[src/rtl/calc_disp_pkg.sv]
// Shared types and constants for the calculator result display.
// Used by calc_result_display and seg7_decoder.
`timescale 1ns/1ps
package calc_disp_pkg;

    typedef enum logic [1:0] {
        ST_IDLE,
        ST_SHIFT,
        ST_DONE
    } state_t;

    typedef logic [3:0] bcd_t;

    localparam int DIGIT_IDX_W = 2;
    localparam int NUM_DIGITS  = 4;

    // Active-low patterns, bit order g..a
    localparam logic [6:0] SEG_BLANK = 7'b1111111;
    localparam logic [6:0] SEG_O     = 7'b0100011;
    localparam logic [6:0] SEG_C     = 7'b0100111;

    // Double-dabble correction step applied before each left shift
    function automatic bcd_t bcd_adj(input bcd_t n);
        return (n >= 4'd5) ? bcd_t'(n + 4'd3) : n;
    endfunction

endpackage

[src/rtl/seg7_decoder.sv]
// BCD to active-low 7-segment pattern (g..a); codes above 9 are blanked.
`timescale 1ns/1ps
module seg7_decoder
    import calc_disp_pkg::*;
(
    input  bcd_t       bcd,
    output logic [6:0] seg
);

    always_comb begin
        seg = SEG_BLANK;
        case (bcd)
            4'd0: seg = 7'b1000000;
            4'd1: seg = 7'b1111001;
            4'd2: seg = 7'b0100100;
            4'd3: seg = 7'b0110000;
            4'd4: seg = 7'b0011001;
            4'd5: seg = 7'b0010010;
            4'd6: seg = 7'b0000010;
            4'd7: seg = 7'b1111000;
            4'd8: seg = 7'b0000000;
            4'd9: seg = 7'b0010000;
            default: seg = SEG_BLANK;
        endcase
    end

endmodule

[src/rtl/calc_result_display.sv]
// Converts the calculator result to BCD (sequential double dabble) and scans four
// active-low 7-segment digits. Define LEADING_ZERO_BLANK_EN to blank leading zeros.
`timescale 1ns/1ps
module calc_result_display
    import calc_disp_pkg::*;
#(
    parameter int REFRESH_DIV = 100000
) (
    input  logic                  clk,
    input  logic                  rst_n,
    input  logic [7:0]            result,
    input  logic                  carry_out,
    input  logic                  overflow,
    output logic [6:0]            seg,
    output logic                  dp,
    output logic [NUM_DIGITS-1:0] an,
    output logic                  busy
);

    localparam int PW = (REFRESH_DIV > 1) ? $clog2(REFRESH_DIV) : 1;
    localparam logic [3:0] SHIFT_CNT = 4'd8;
    localparam logic [NUM_DIGITS-1:0] AN_ONE = NUM_DIGITS'(1);

    state_t state, state_nxt;

    logic [9:0]  snap;
    logic [9:0]  cur_in;
    logic        changed;
    logic [19:0] sreg;
    logic [19:0] sreg_adj;
    logic [3:0]  cnt;

    bcd_t disp_h, disp_t, disp_o;
    logic flag_c, flag_v;

    logic [PW-1:0]          presc;
    logic                   presc_wrap;
    logic [DIGIT_IDX_W-1:0] idx;

    logic [6:0]            dec_h, dec_t, dec_o;
    logic [6:0]            seg_nxt;
    logic                  dp_nxt;
    logic [NUM_DIGITS-1:0] an_nxt;

    assign cur_in  = {result, carry_out, overflow};
    assign changed = (cur_in != snap);
    assign busy    = (state != ST_IDLE);

    assign sreg_adj = {bcd_adj(sreg[19:16]), bcd_adj(sreg[15:12]),
                       bcd_adj(sreg[11:8]), sreg[7:0]};

    always_ff @(posedge clk or negedge rst_n) begin
        if (!rst_n) state <= ST_IDLE;
        else        state <= state_nxt;
    end

    // SHIFT holds one extra cycle once the count reaches 8, so the display
    // registers land ten edges after the change is detected.
    always_comb begin
        state_nxt = state;
        case (state)
            ST_IDLE:  if (changed) state_nxt = ST_SHIFT;
            ST_SHIFT: if (cnt == SHIFT_CNT) state_nxt = ST_DONE;
            ST_DONE:  state_nxt = ST_IDLE;
            default:  state_nxt = ST_IDLE;
        endcase
    end

    always_ff @(posedge clk or negedge rst_n) begin
        if (!rst_n) begin
            snap   <= '0;
            sreg   <= '0;
            cnt    <= '0;
            disp_h <= '0;
            disp_t <= '0;
            disp_o <= '0;
            flag_c <= 1'b0;
            flag_v <= 1'b0;
        end else begin
            case (state)
                ST_IDLE: begin
                    if (changed) begin
                        snap <= cur_in;
                        sreg <= {12'b0, result};
                        cnt  <= '0;
                    end
                end
                ST_SHIFT: begin
                    if (cnt != SHIFT_CNT) begin
                        sreg <= {sreg_adj[18:0], 1'b0};
                        cnt  <= cnt + 4'd1;
                    end
                end
                ST_DONE: begin
                    disp_h <= sreg[19:16];
                    disp_t <= sreg[15:12];
                    disp_o <= sreg[11:8];
                    flag_c <= snap[1];
                    flag_v <= snap[0];
                end
                default: ;
            endcase
        end
    end

    assign presc_wrap = (presc == PW'(REFRESH_DIV - 1));

    always_ff @(posedge clk or negedge rst_n) begin
        if (!rst_n) begin
            presc <= '0;
            idx   <= '0;
        end else if (presc_wrap) begin
            presc <= '0;
            idx   <= idx + 1'b1;
        end else begin
            presc <= presc + 1'b1;
        end
    end

    seg7_decoder u_dec_h (.bcd(disp_h), .seg(dec_h));
    seg7_decoder u_dec_t (.bcd(disp_t), .seg(dec_t));
    seg7_decoder u_dec_o (.bcd(disp_o), .seg(dec_o));

    always_comb begin
        seg_nxt = SEG_BLANK;
        dp_nxt  = 1'b1;
        an_nxt  = ~(AN_ONE << idx);
        case (idx)
            2'd0: seg_nxt = dec_o;
            2'd1: begin
`ifdef LEADING_ZERO_BLANK_EN
                if (disp_h == 4'd0 && disp_t == 4'd0) seg_nxt = SEG_BLANK;
                else                                  seg_nxt = dec_t;
`else
                seg_nxt = dec_t;
`endif
            end
            2'd2: begin
`ifdef LEADING_ZERO_BLANK_EN
                if (disp_h == 4'd0) seg_nxt = SEG_BLANK;
                else                seg_nxt = dec_h;
`else
                seg_nxt = dec_h;
`endif
            end
            default: begin
                if (flag_v)      seg_nxt = SEG_O;
                else if (flag_c) seg_nxt = SEG_C;
                else             seg_nxt = SEG_BLANK;
                dp_nxt = ~(flag_c & flag_v);
            end
        endcase
    end

    always_ff @(posedge clk or negedge rst_n) begin
        if (!rst_n) begin
            seg <= SEG_BLANK;
            dp  <= 1'b1;
            an  <= '1;
        end else begin
            seg <= seg_nxt;
            dp  <= dp_nxt;
            an  <= an_nxt;
        end
    end

endmodule

[config.mk]
export PLATFORM = sky130hd
export DESIGN_NAME = calc_result_display
export DESIGN_NICKNAME = d
export VERILOG_FILES = /design/src/rtl/calc_disp_pkg.sv /design/src/rtl/seg7_decoder.sv /design/src/rtl/calc_result_display.sv
export SDC_FILE = /design/constraint.sdc
export NUM_CORES = 1
export LEC_CHECK = 0
export CORE_MARGIN = 4
export CORE_UTILIZATION = 65
export DETAILED_ROUTE_END_ITERATION = 12
export PLACE_DENSITY = 0.83
export SLEW_MARGIN = 40
export SYNTH_ARGS = -nofsm -noshare
export SYNTH_HDL_FRONTEND = slang
export SYNTH_SLANG_ARGS = --single-unit
[constraint.sdc]
create_clock -name clk -period 3.1 [get_ports clk]
set_clock_uncertainty 0.1 [all_clocks]
set_input_delay 0.465 -clock clk [delete_from_list [all_inputs] [get_ports clk]]
set_output_delay 0.465 -clock clk [all_outputs]
set_load 0.05 [all_outputs]
# Word level (Yosys, flattened, before mapping)
# Memories as Yosys holds them, arrays and structs flattened.
# Cells that the tools add are included.
# W data, S select, Z words.
[op_classes]
addsub = 6
magnitude_cmp = 3
n_eq_ne = 11
n_shift = 1
mux = 17
bitwise = 3
n_reduce_logical = 8
[op_table]
columns = ["cell", "count"]
rows = [
  ["$mux W20", 2],
  ["$pmux W20 S2", 1],
  ["$pmux W7 S3", 1],
  ["$add A17 B1 Y17 const B", 1],
  ["$eq A17 B17 Y1 const B", 1],
  ["$mux W17", 1],
  ["$mux W4", 4],
  ["$mux W7", 2],
  ["$ge A4 B3 Y1 const B", 3],
  ["$ne A10 B10 Y1", 1],
  ["$add A4 B2 Y4 const B", 2],
  ["$pmux W4 S2", 1],
  ["$ne A2 B2 Y1 const B", 3],
  ["$add A4 B1 Y4 const B", 1],
  ["$eq A2 B1 Y1 const B", 2],
  ["$eq A2 B2 Y1 const B", 2],
  ["$eq A4 B4 Y1 const B", 1],
  ["$logic_not A2 Y1", 2],
  ["$mux W2", 2],
  ["$ne A4 B4 Y1 const B", 1],
  ["$not A4 Y4", 1],
  ["$pmux W2 S2", 1],
  ["$reduce_and A2 Y1", 2],
  ["$reduce_bool A2 Y1", 2],
  ["other kinds (9)", 9],
]
[word_totals]
regBits = 81
mem_bits_ro = 336
inputBits = 12
output_inout_bits = 13
elab_cells = 66
memories = 3
[mem_list]
columns = ["name", "words", "width", "rd", "rd_ports_with_merged_regs", "wr", "line_no", "rtl"]
rows = [
  ["(name not given)", 16, 7, 1, 0, 0, "seg7_decoder.sv:12", "case (bcd)"],
  ["(name not given)", 16, 7, 1, 0, 0, "seg7_decoder.sv:12", ""],
  ["(name not given)", 16, 7, 1, 0, 0, "seg7_decoder.sv:12", ""],
]

# Depth between registers and ports, before layout
[logic_depth]
ltp_word = 4
ltp_mapped = 8

# Cells and area by module
# From an unflattened synthesis, not the netlist that was laid out.
[hier_totals]
cells_unflattened = 452
area_unflattened_um2 = 4600.7
[by_module_without_submodules]
columns = ["mod", "n_inst", "cells_each", "area_each_um2"]
rows = [
  ["calc_result_display", 1, 353, 3970.1],
  ["seg7_decoder", 3, 33, 210.2],
]

# Worst setup path after synthesis
# Ideal clock, no wire load.
[synth_path]
path_type = "register to register"
startpoint = "register presc[11]"
endpoint = "register idx[1]"
arrival_ns = 1.668
t_required_ns = 2.872
slack_ns = 1.204
stages_incl_launch_ff = 5
n_path_buf = 0
cell_sequence = "dfrtp_1 > or4_1 > nor4b_1 > and4_1 > mux2_1"
[synth_via]
elab_chain_cells = 1
[synth_rtl]
columns = ["item", "line_no", "rtl"]
rows = [
  ["start, declared", "calc_result_display.sv:36", "logic [PW-1:0] presc;"],
  ["start signal, assigned", "calc_result_display.sv:116", "presc <= presc + 1'b1;"],
  ["$eq A17 B17 Y1", "calc_result_display.sv:106", "assign presc_wrap = (presc == PW'(REFRESH_DIV - 1));"],
  ["end signal, assigned", "calc_result_display.sv:114", "idx <= idx + 1'b1;"],
  ["end, declared", "calc_result_display.sv:38", "logic [DIGIT_IDX_W-1:0] idx;"],
]
# Every way passes these cells.
# A chain may end at the register's enable or synchronous reset.

# Worst setup path after layout
[layout_path]
startpoint = "register state[1]"
endpoint = "output port busy"
[layout_via]
elab_chain_cells = 1
[layout_rtl]
columns = ["item", "line_no", "rtl"]
rows = [
  ["start, declared", "calc_result_display.sv:24", "state_t state, state_nxt;"],
  ["start signal, assigned", "calc_result_display.sv:54", "else state <= state_nxt;"],
  ["$reduce_bool A2 Y1", "calc_result_display.sv:47", "assign busy = (state != ST_IDLE);"],
  ["end, declared", "calc_result_display.sv:17", "output logic busy"],
]
# Every way passes these cells.

==> summary.md <==
| Metric | Value |
|---|---|
| Status | complete, no violations |
| Cell Pwr Density | 943 nW/µm² |
| Post-CTS Setup Repair Bufs | 0 |
| DRT iter0 DRCs | 277 |
| Layout filler cell count | 455 |
| Gate Count Post-Synth | around 450 |
| Data required, critical path | 2.53 ns |
| Worst-path fanout max | 15 |
| GP Congestion | around 0.84 |
| Worst EP arrival | 2.01 ns |
| Hold WS | 0.0338 ns |
| Post-synthesis sequential area ratio | roughly 46% |
| Max Cap Violations | 0 |
| H-tree depth | 3 |
| I/O pin cnt | 25 |
| Die width | 91.0 µm |
| P_leak | 2.18 nW |
| Antenna Cells | 0 |
| Initial antenna violation count | 0 |
| #FFs+latches synth | 81 |
| Final Cycle Share | 83.0% |
| DR WL/cell | around 16 µm |
| # rows | 29 |
| Clk sinks | 81 |
| Core Box Area | 6530 µm² |
| Commonest non-fill, non-tap cells in the layout | dfrtp_1 (69), nand2_1 (40), o21ai_0 (32), nor2_1 (32), ha_1 (32) |
| Total track usage | between 20% and 30% |
| CP Capture Type | output port |
| Met3 WL post-DR | 507 µm |
| Vias in the first global route | 3,202 |
| Port bufs | 24 |
| Slew HR | 52.2% |
| First-pass DRT Iterations | 4 |
| Post-Route WL | 8930 µm |
| DRC Markers | 0 |
| RSZ-0062 raised after global routing | false |
| Skew-Pair Late Insertion Delay | 0.36 ns |
| Critical Path Start Type | flop |
| Post-Syn Area | roughly 4500 µm² |
| Most common cell after layout, fill and taps aside | dfrtp_1 |
| Synthesized net count | approximately 490 |
| Remaining global-route overflow | 0 |
| Fin Setup TNS | 0 ns |
| YS warnings | 0 |
| Area delta synth->final | 10.4% |
| CTS root buf | clkbuf_8 |
| Largest net degree at the start of global routing | 82 |
| Die Y | between 90 and 100 µm |
| Min-Delay Path Class | primary input to async pin |
| Synth cell types | between 40 and 50 |
| Via/cell ratio | 6.15 |
| Clk slew on worst S/H paths | around 0.08 ns |
| Met2 routed WL | around 4200 µm |
| CTS Hold Bufs | 0 |
| Max Root-Sink Buffers | 2 |
| Hpwl dp | 5920 µm |
| VDD IR max | 0.575 mV |
| Via count | ~3,400 |
| Uppermost layer routed | met4 |
| Starting Density | 68.6% |
| Slew Viols, Final | 0 |
| Worst R2R Setup Slack | approximately 0.9 ns |
| CTS tree | yes |
| CTS buffer count | 9 |
| Post-synth EDFFs | 0 |
| Fin nets | ~500 |
| WL met1 | 4030 µm |
| Min Tclk post-route | 2.57 ns |
| WS Path Type | flop to output port |
| Fin. Hold Viols | 0 |
| Top_reg_cell synth | dfrtp_1 |
| Fraction of layout cells with a size suffix above 1 | around 12% |
| Endpoints failing setup | 0 |
| Total die area | 8290 µm² |
| DRT antenna net count | 0 |
| Post-CTS sizing | 0 |
| Global-route wire length before repair | 15,200 µm |
| Syn_area_per_cell | 9.98 µm² |
| Worst Max-Slew Pin Slew | between 0.7 and 0.8 ns |
| Synth async-reset ratio | 100% |
| Fmax | 389 MHz |
## cells by family after synthesis
| family | Yosys count | share of synthesized area (%) |
|---|---|---|
| compound gates | 110 | 16.1 |
| xor+xnor | 33 | 6.45 |
| fa+ha+maj | 32 | 8.94 |
| buf+inv | 47 | 4.19 |
| flops | 81 | 45.6 |
| mux | 23 | 5.64 |
| simple gates | 123 | 13.1 |
## Yosys cell counts (all sizes together), types with 2 or more instances
cell     n  area, µm²
a41oi    2       17.5
or4      2       15.0
nand4    3       18.8
and3     3       18.8
a21oi   25        125
nor3b    3       22.5
o22ai   13       81.3
buf      4       25.0
a32oi    3       26.3
o211ai   5       37.5
nand2b   7       43.8
xnor2   17        149
o21ai   32        160
dfrtp   69       1730
dfstp   12        315
ha      32        400
xor2    16        140
inv     28        105
nor2b   14       87.6
o221ai   5       43.8
o221a    7       78.8
nand3   10       50.1
mux2i    5       50.1
a22oi    7       52.6
nor2    32        120
nand2   40        150
nor3     3       15.0
mux2    18        203
nor4     2       12.5
clkbuf  15       57.6
a22o     6       52.6
## worst max-delay path, cell delays in order (launching register included)
cell             delay (ns)
dfrtp_1                0.61
nor2_1                 0.14
inv_1                  0.10
clkdlybuf4s50_1        0.80
## registers in the layout, summed over array words and instances (netlist names)
register  count
cnt           4
snap         10
seg           7
disp_o        4
sreg         20
flag_v        1
dp            1
state         2
an            4
flag_c        1
idx           2
disp_h        4
presc        17
disp_t        4
## cell type report
type	count	area [µm²]	area share [%]
well taps	77	96.3	1.95
flip-flops and latches	81	2040	41.3
multi-input cells	321	2250	45.5
clock inverters	3	15.0	0.303
inverters	28	105	2.12
repair buffers	29	279	5.64
clock buffers	13	160	3.24
## power by group
part           internal (mW)  switching [mW]  total, mW
clock network          0.337           0.377      0.714
registers               1.45           0.427       1.87
logic                  0.964            1.11       2.08
## layer usage
| layer | global-route usage (%) | up-vias |
|---|---|---|
| li1 | - | 1619 |
| met1 | 30.9 | 1655 |
| met2 | 35.7 | 109 |
| met3 | 4.96 | 14 |
| met4 | 7.91 | 0 |
| met5 | 0 | - |
## through the flow
| stage | power (mW) | cell area, µm² | setup slack, ns | utilization [%] | instances |
|---|---|---|---|---|---|
| 6_report | 4.67 | 4950 | 0.528 | 75.8 | 552 |
| 5_1_grt | 5.04 | 4950 | 0.418 | 75.8 | 552 |
| 3_5_place_dp | 3.94 | 4770 | 0.477 | 73.1 | 536 |
| 2_1_floorplan | 3.42 | 4480 | 1.20 | - | 449 |
| 4_1_cts | 4.67 | 4950 | 0.522 | 75.8 | 552 |
| 3_3_place_gp | 3.84 | 4770 | 0.554 | 73.0 | 536 |
## worst paths after layout
path,to,from,cells after the start
setup / recovery,busy,state[1],3
hold / removal,sreg[11],rst_n,1
setup reg to reg,sreg[19],cnt[0],6
hold reg to reg,presc[0],presc[0],1
max in group asynchronous,idx[0],rst_n,1
min in group clk,presc[0],presc[0],1
No activity file was read; power rests on OpenSTA's default activity.
